`src/rtl/seg_scan_multiplexer.sv`:
```
// Time-multiplexed 7-segment scan driver with hex decode, dp, blank/blink,
// leading-zero suppression, frame-coherent input snapshot and frame tick.
module seg_scan_multiplexer #(
   parameter int NUM_DIGITS      = 6,
   parameter int DIGIT_CYCLES    = 50000,
   parameter int DEADTIME_CYCLES = 2,
   parameter int BLINK_FRAMES    = 64,
   parameter int SEG_ACTIVE_HIGH = 1,
   parameter int DIG_ACTIVE_LOW  = 1
) (
   input  logic                    clk,
   input  logic                    rst_n,
   input  logic [4*NUM_DIGITS-1:0] digits_i,
   input  logic [NUM_DIGITS-1:0]   dp_i,
   input  logic [NUM_DIGITS-1:0]   blank_i,
   input  logic [NUM_DIGITS-1:0]   blink_i,
   input  logic                    lz_en_i,
   output logic [NUM_DIGITS-1:0]   sm_bit,
   output logic [7:0]              sm_seg,
   output logic                    frame_tick
);

   localparam int SW = $clog2(DIGIT_CYCLES);
   localparam int IW = (NUM_DIGITS > 1) ? $clog2(NUM_DIGITS) : 1;
   localparam int BW = (BLINK_FRAMES > 1) ? $clog2(BLINK_FRAMES) : 1;
   localparam logic [NUM_DIGITS-1:0] BIT_OFF =
      {NUM_DIGITS{DIG_ACTIVE_LOW != 0}};
   localparam logic [7:0] SEG_OFF =
      (SEG_ACTIVE_HIGH != 0) ? 8'h00 : 8'hFF;

   logic [SW-1:0]           slot_cnt;
   logic [IW-1:0]           idx;
   logic [BW-1:0]           blink_cnt;
   logic                    blink_phase;
   logic [4*NUM_DIGITS-1:0] snap_dig;
   logic [NUM_DIGITS-1:0]   snap_dp;
   logic [NUM_DIGITS-1:0]   snap_blank;
   logic [NUM_DIGITS-1:0]   snap_blink;
   logic                    snap_lz;

   logic                    slot_last;
   logic                    idx_last;
   logic                    load;
   logic                    run;
   logic [NUM_DIGITS-1:0]   sup;
   logic [NUM_DIGITS-1:0]   dark;
   logic [3:0]              cur_nib;
   logic                    cur_dp;
   logic                    cur_dark;
   logic [NUM_DIGITS-1:0]   cur_bit;
   logic [7:0]              raw_seg;
   logic [NUM_DIGITS-1:0]   bit_nxt;
   logic [7:0]              seg_nxt;

   function automatic logic [6:0] hex7(input logic [3:0] n);
      logic [6:0] s;
      unique case (n)
         4'h0: s = 7'h3F;
         4'h1: s = 7'h06;
         4'h2: s = 7'h5B;
         4'h3: s = 7'h4F;
         4'h4: s = 7'h66;
         4'h5: s = 7'h6D;
         4'h6: s = 7'h7D;
         4'h7: s = 7'h07;
         4'h8: s = 7'h7F;
         4'h9: s = 7'h6F;
         4'hA: s = 7'h77;
         4'hB: s = 7'h7C;
         4'hC: s = 7'h39;
         4'hD: s = 7'h5E;
         4'hE: s = 7'h79;
         4'hF: s = 7'h71;
      endcase
      return s;
   endfunction

   assign slot_last = (slot_cnt == SW'(DIGIT_CYCLES - 1));
   assign idx_last  = (idx == IW'(NUM_DIGITS - 1));
   assign load      = (idx == '0) && (slot_cnt == '0);

   // A digit is suppressed while every digit from it up to the MSD is a bare 0.
   always_comb begin
      sup = '0;
      run = snap_lz;
      for (int i = NUM_DIGITS - 1; i >= 1; i--) begin
         run    = run && (snap_dig[4*i +: 4] == 4'h0) && !snap_dp[i];
         sup[i] = run;
      end
   end

   assign dark = snap_blank | sup |
                 (snap_blink & {NUM_DIGITS{blink_phase}});

   always_comb begin
      cur_nib  = '0;
      cur_dp   = 1'b0;
      cur_dark = 1'b1;
      cur_bit  = '0;
      for (int i = 0; i < NUM_DIGITS; i++) begin
         if (idx == IW'(i)) begin
            cur_nib    = snap_dig[4*i +: 4];
            cur_dp     = snap_dp[i];
            cur_dark   = dark[i];
            cur_bit[i] = 1'b1;
         end
      end
      raw_seg = {cur_dp, hex7(cur_nib)};
      bit_nxt = BIT_OFF;
      seg_nxt = SEG_OFF;
      if (slot_cnt >= SW'(DEADTIME_CYCLES) && !cur_dark) begin
         bit_nxt = (DIG_ACTIVE_LOW != 0) ? ~cur_bit : cur_bit;
         seg_nxt = (SEG_ACTIVE_HIGH != 0) ? raw_seg : ~raw_seg;
      end
   end

   always_ff @(posedge clk or negedge rst_n) begin
      if (!rst_n) begin
         slot_cnt    <= '0;
         idx         <= '0;
         blink_cnt   <= '0;
         blink_phase <= 1'b0;
         snap_dig    <= '0;
         snap_dp     <= '0;
         snap_blank  <= '0;
         snap_blink  <= '0;
         snap_lz     <= 1'b0;
         frame_tick  <= 1'b0;
         sm_bit      <= BIT_OFF;
         sm_seg      <= SEG_OFF;
      end else begin
         slot_cnt <= slot_last ? '0 : slot_cnt + SW'(1);
         if (slot_last)
            idx <= idx_last ? '0 : idx + IW'(1);
         frame_tick <= load;
         if (load) begin
            snap_dig   <= digits_i;
            snap_dp    <= dp_i;
            snap_blank <= blank_i;
            snap_blink <= blink_i;
            snap_lz    <= lz_en_i;
            if (blink_cnt == BW'(BLINK_FRAMES - 1)) begin
               blink_cnt   <= '0;
               blink_phase <= ~blink_phase;
            end else begin
               blink_cnt <= blink_cnt + BW'(1);
            end
         end
         sm_bit <= bit_nxt;
         sm_seg <= seg_nxt;
      end
   end

endmodule

```
`config.mk`:
```
export PLATFORM = sky130hd
export DESIGN_NAME = seg_scan_multiplexer
export DESIGN_NICKNAME = d
export VERILOG_FILES = /design/src/rtl/seg_scan_multiplexer.sv
export SDC_FILE = /design/constraint.sdc
export NUM_CORES = 1
export LEC_CHECK = 0
export BUFFER_PORTS_ARGS = -buffer_cell sky130_fd_sc_hd__buf_2
export CAP_MARGIN = 0
export CORE_UTILIZATION = 57
export CTS_CLUSTER_DIAMETER = 150
export DETAILED_ROUTE_END_ITERATION = 16
export HOLD_SLACK_MARGIN = 0.12
export PLACE_DENSITY = 0.86
export RECOVER_POWER = 100
export SYNTH_ARGS = -nofsm -noshare
export SYNTH_HDL_FRONTEND = slang
export SYNTH_SLANG_ARGS = --single-unit
```
`constraint.sdc`:
```
create_clock -name clk -period 2.75 [get_ports clk]
set_input_delay 0.1375 -clock clk [delete_from_list [all_inputs] [get_ports clk]]
set_output_delay 0.1375 -clock clk [all_outputs]
set_load 0.01 [all_outputs]
```
==> flow_summary.yaml <==
routing:
  drt_iter0_drc: 194
  viasPerCell: 5.41
  drc: 0
  wl_per_cell_um: 15.4
  wl_um: 8590
  drt_first_pass_iters: 4
  vias: 3013
  detail-route-antenna-nets: 0
critical_path:
  cp_max_fo: 15
  critPathSlowestCell: "nor2_2"
  r2r_start: "slot_cnt[11]"
  r2r_cells: 5
  critPathArrivalTime_ps: 2750
  endpoint_kind: "flip-flop"
  startpoint: "slot_cnt[11]"
  critPathMaxStageDelay_ps: 750
  start_kind: "flip-flop"
  worstPathCellList: "nor4_2 -> nand4_1 -> nor2_2 -> buf_4 -> mux2_2"
  r2r-end: "snap_blink[5]"
  crit_type: "flip-flop to flip-flop"
  rrSetupSlack_ps: 240
  worstPathRequired_ps: 2990
clocking:
  cts_tree: "done"
  numCtsBuffers: 9
  cts_htree_levels: 3
  clock_latency_ps: 350
  clock-sinks: 84
  cts_resized: 0
  path_clk_slew_ps: 90
  clockBufferDepth: 2
  cts_root_buf: "clkbuf_8"
finish:
  antennaDiodeCount: 0
  area_growth_pct: 23.7
  post-route-util: 0.734
  drive_gt1_frac: 0.291
  final_nets: 511
synthesis:
  synth_top_area_frac: 0.479
  yosys.area.top_type: "dfrtp_1"
  ys_types: 56
  synth_edf_count: 0
  yosys_register_bits: 84
  synthTopCellsByArea: "dfrtp_1 (48%), mux2_2 (13%), dfstp_2 (3.9%), ha_1 (3.1%), xnor2_1 (2.8%)"
  avgSynthCellArea_sq_um: 11.8
  ys_dominant_reg_cell: "dfrtp_1"
  yosysSeqAreaShare: 0.517
  mappedNetlistNets: 402
  mappedNetlistArea_sq_mm: 0.00408
  yosysWarnings: 0
  async_flop_share: 1.00
  post_synth_inst_count: 347
sta:
  hold_violations: 0
  period_share: 0.914
  fin_crit_ps: 2510
  tns_ps: 0
  fmax_ghz: 0.398
  rsz0062_at_grt: "no"
  setup_viol: 0
  fin_skew_ps: 11.8
  tightest_slew_ps: 1990
  slew_violations: 85
  relSlewSlack: -0.323
placement:
  hpwl_um: 5700
  gp_congestion: 0.872
  numPortBuffers: 59
floorplanning:
  fp.dieH_um: 86.6
  coreArea_sq_mm: 0.00687
  start_util: 0.594
  die_w_um: 86.6
  pin_count: 60
  die_area_sq_mm: 0.00750
  rows: 30
status:
  outcome: "finished with violations"
  violations: "max-capacitance violations, max-slew violations"
global_route:
  grt_overflow: 0
  grt_max_degree: 85
  grt_pass1_vias: 3047
  antenna_found_initial: 0
  grt_use_total: 0.255
  grt_pass1_wl_um: 14400
power_and_ir_drop:
  peakVddDrop_mv: 0.406
  leakagePower_nw: 2.17
  power_mw: 2.28
  powerDensity_mw_per_mm2: 452
min_path:
  hold_start: "blink_cnt[5]"
  hold_end: "blink_cnt[5]"
  hold_path_class: "flip-flop to flip-flop"
  holdPathStages: 1
job:
  maxCapViolCount: 1
synth_stat cells, drive strengths merged (5+ instances only):
master   n
o21ai    8
ha      10
xnor2   13
a21oi   10
mux2i    7
nor2b    5
mux2    47
dfrtp   78
inv     11
dfstp    6
buf     12
nand3   14
nand4    6
nor3     9
nor2    24
xor2     8
nand2   27
how the worst max path moves through the flow:
| stage | endpoint | slack [ps] |
|---|---|---|
| final | snap_blink[5] | 240 |
| after detailed placement | sm_seg[4] | 370 |
| after global routing | sm_seg[6] | 80 |
| after floorplan | sm_seg[1] | 240 |
| after global placement | sm_seg[1] | 490 |
| after CTS | sm_seg[4] | 350 |
where the power goes:
group          internal, mW  leakage, nW  switching, mW
sequential             1.28         1.02         0.0281
clock                 0.326       0.0783          0.436
combinational         0.118         1.07         0.0942
total                  1.72         2.17          0.559
critical path: cells and delay by family (launching register included):
family / cells / cell delay [ps]
muxes: 1 / 360
DFF: 1 / 430
buffers and inverters: 1 / 330
and+or+nand+nor: 3 / 1270
logic make-up after synthesis:
group / Yosys count / share of synthesized area
flip-flops: 84 / 0.517
buffers and inverters: 26 / 0.0319
multiplexers: 54 / 0.147
AND/OR/NAND/NOR: 107 / 0.136
AO/OA/AOI/OAI: 45 / 0.0924
XOR/XNOR: 21 / 0.0451
adder cells (fa/ha/maj): 10 / 0.0307
stage by stage:
stage	area (sq um)	instances	setup slack (ps)	hold slack, ps
5_1_grt	5040	557	75.7	516
4_1_cts	5110	557	349	490
3_3_place_gp	4500	497	490	368
6_report	5040	557	236	482
3_5_place_dp	4500	497	370	369
2_1_floorplan	4080	347	235	-158
repair_timing:
| item | 4_1_cts | 5_1_grt |
|---|---|---|
| endpoints found under the hold margin | 121 | 0 |
| setup buffers | 0 | 0 |
| hold buffers | 44 | 0 |
sequential cells by signal, summed over array words and instances, names as in the netlist, 3 cells and up:
name,cells
blink_cnt,6
sm_seg,8
snap_blink,6
snap_blank,6
snap_dig,24
snap_dp,6
idx,3
slot_cnt,16
sm_bit,6
final cells by class:
| type | instances | area (sq um) |
|---|---|---|
| Clock inverter | 6 | 41.3 |
| Inverter | 11 | 41.3 |
| Clock buffer | 10 | 128 |
| Sequential cell | 84 | 2110 |
| Tap cell | 96 | 120 |
| Timing Repair Buffer | 113 | 797 |
| Fill cell | 479 | 1830 |
| Multi-Input combinational cell | 237 | 1810 |
layer usage:
| layer | GRT usage | up-vias | share of wire |
|---|---|---|---|
| li1 | - | 1448 | - |
| met1 | 0.322 | 1466 | 0.43 |
| met2 | 0.439 | 84 | 0.51 |
| met3 | 0.0543 | 15 | 0.039 |
| met4 | 0.0833 | 0 | 0.017 |
| met5 | 0 | - | 0 |
cell usage in the layout, fill, tap and decap left out, types with 3 or more instances in the layout:
master          n
nand2_1        27
a21oi_1        10
xor2_1          8
nand2b_1        4
xnor2_1        13
o21ai_0         6
inv_1           9
buf_4           7
or3_1           3
nor2b_1         5
dfrtp_1        78
clkinvlp_4      3
nor4_1          3
nand3_1        14
dlygate4sd3_1  44
and3_1          3
nor3_1          8
clkbuf_1       18
clkbuf_8        9
mux2i_1         7
nor2_1         23
buf_2          43
ha_1           10
dfstp_2         6
nand4_1         6
mux2_2         47
No activity file was read; power rests on OpenSTA's default activity.
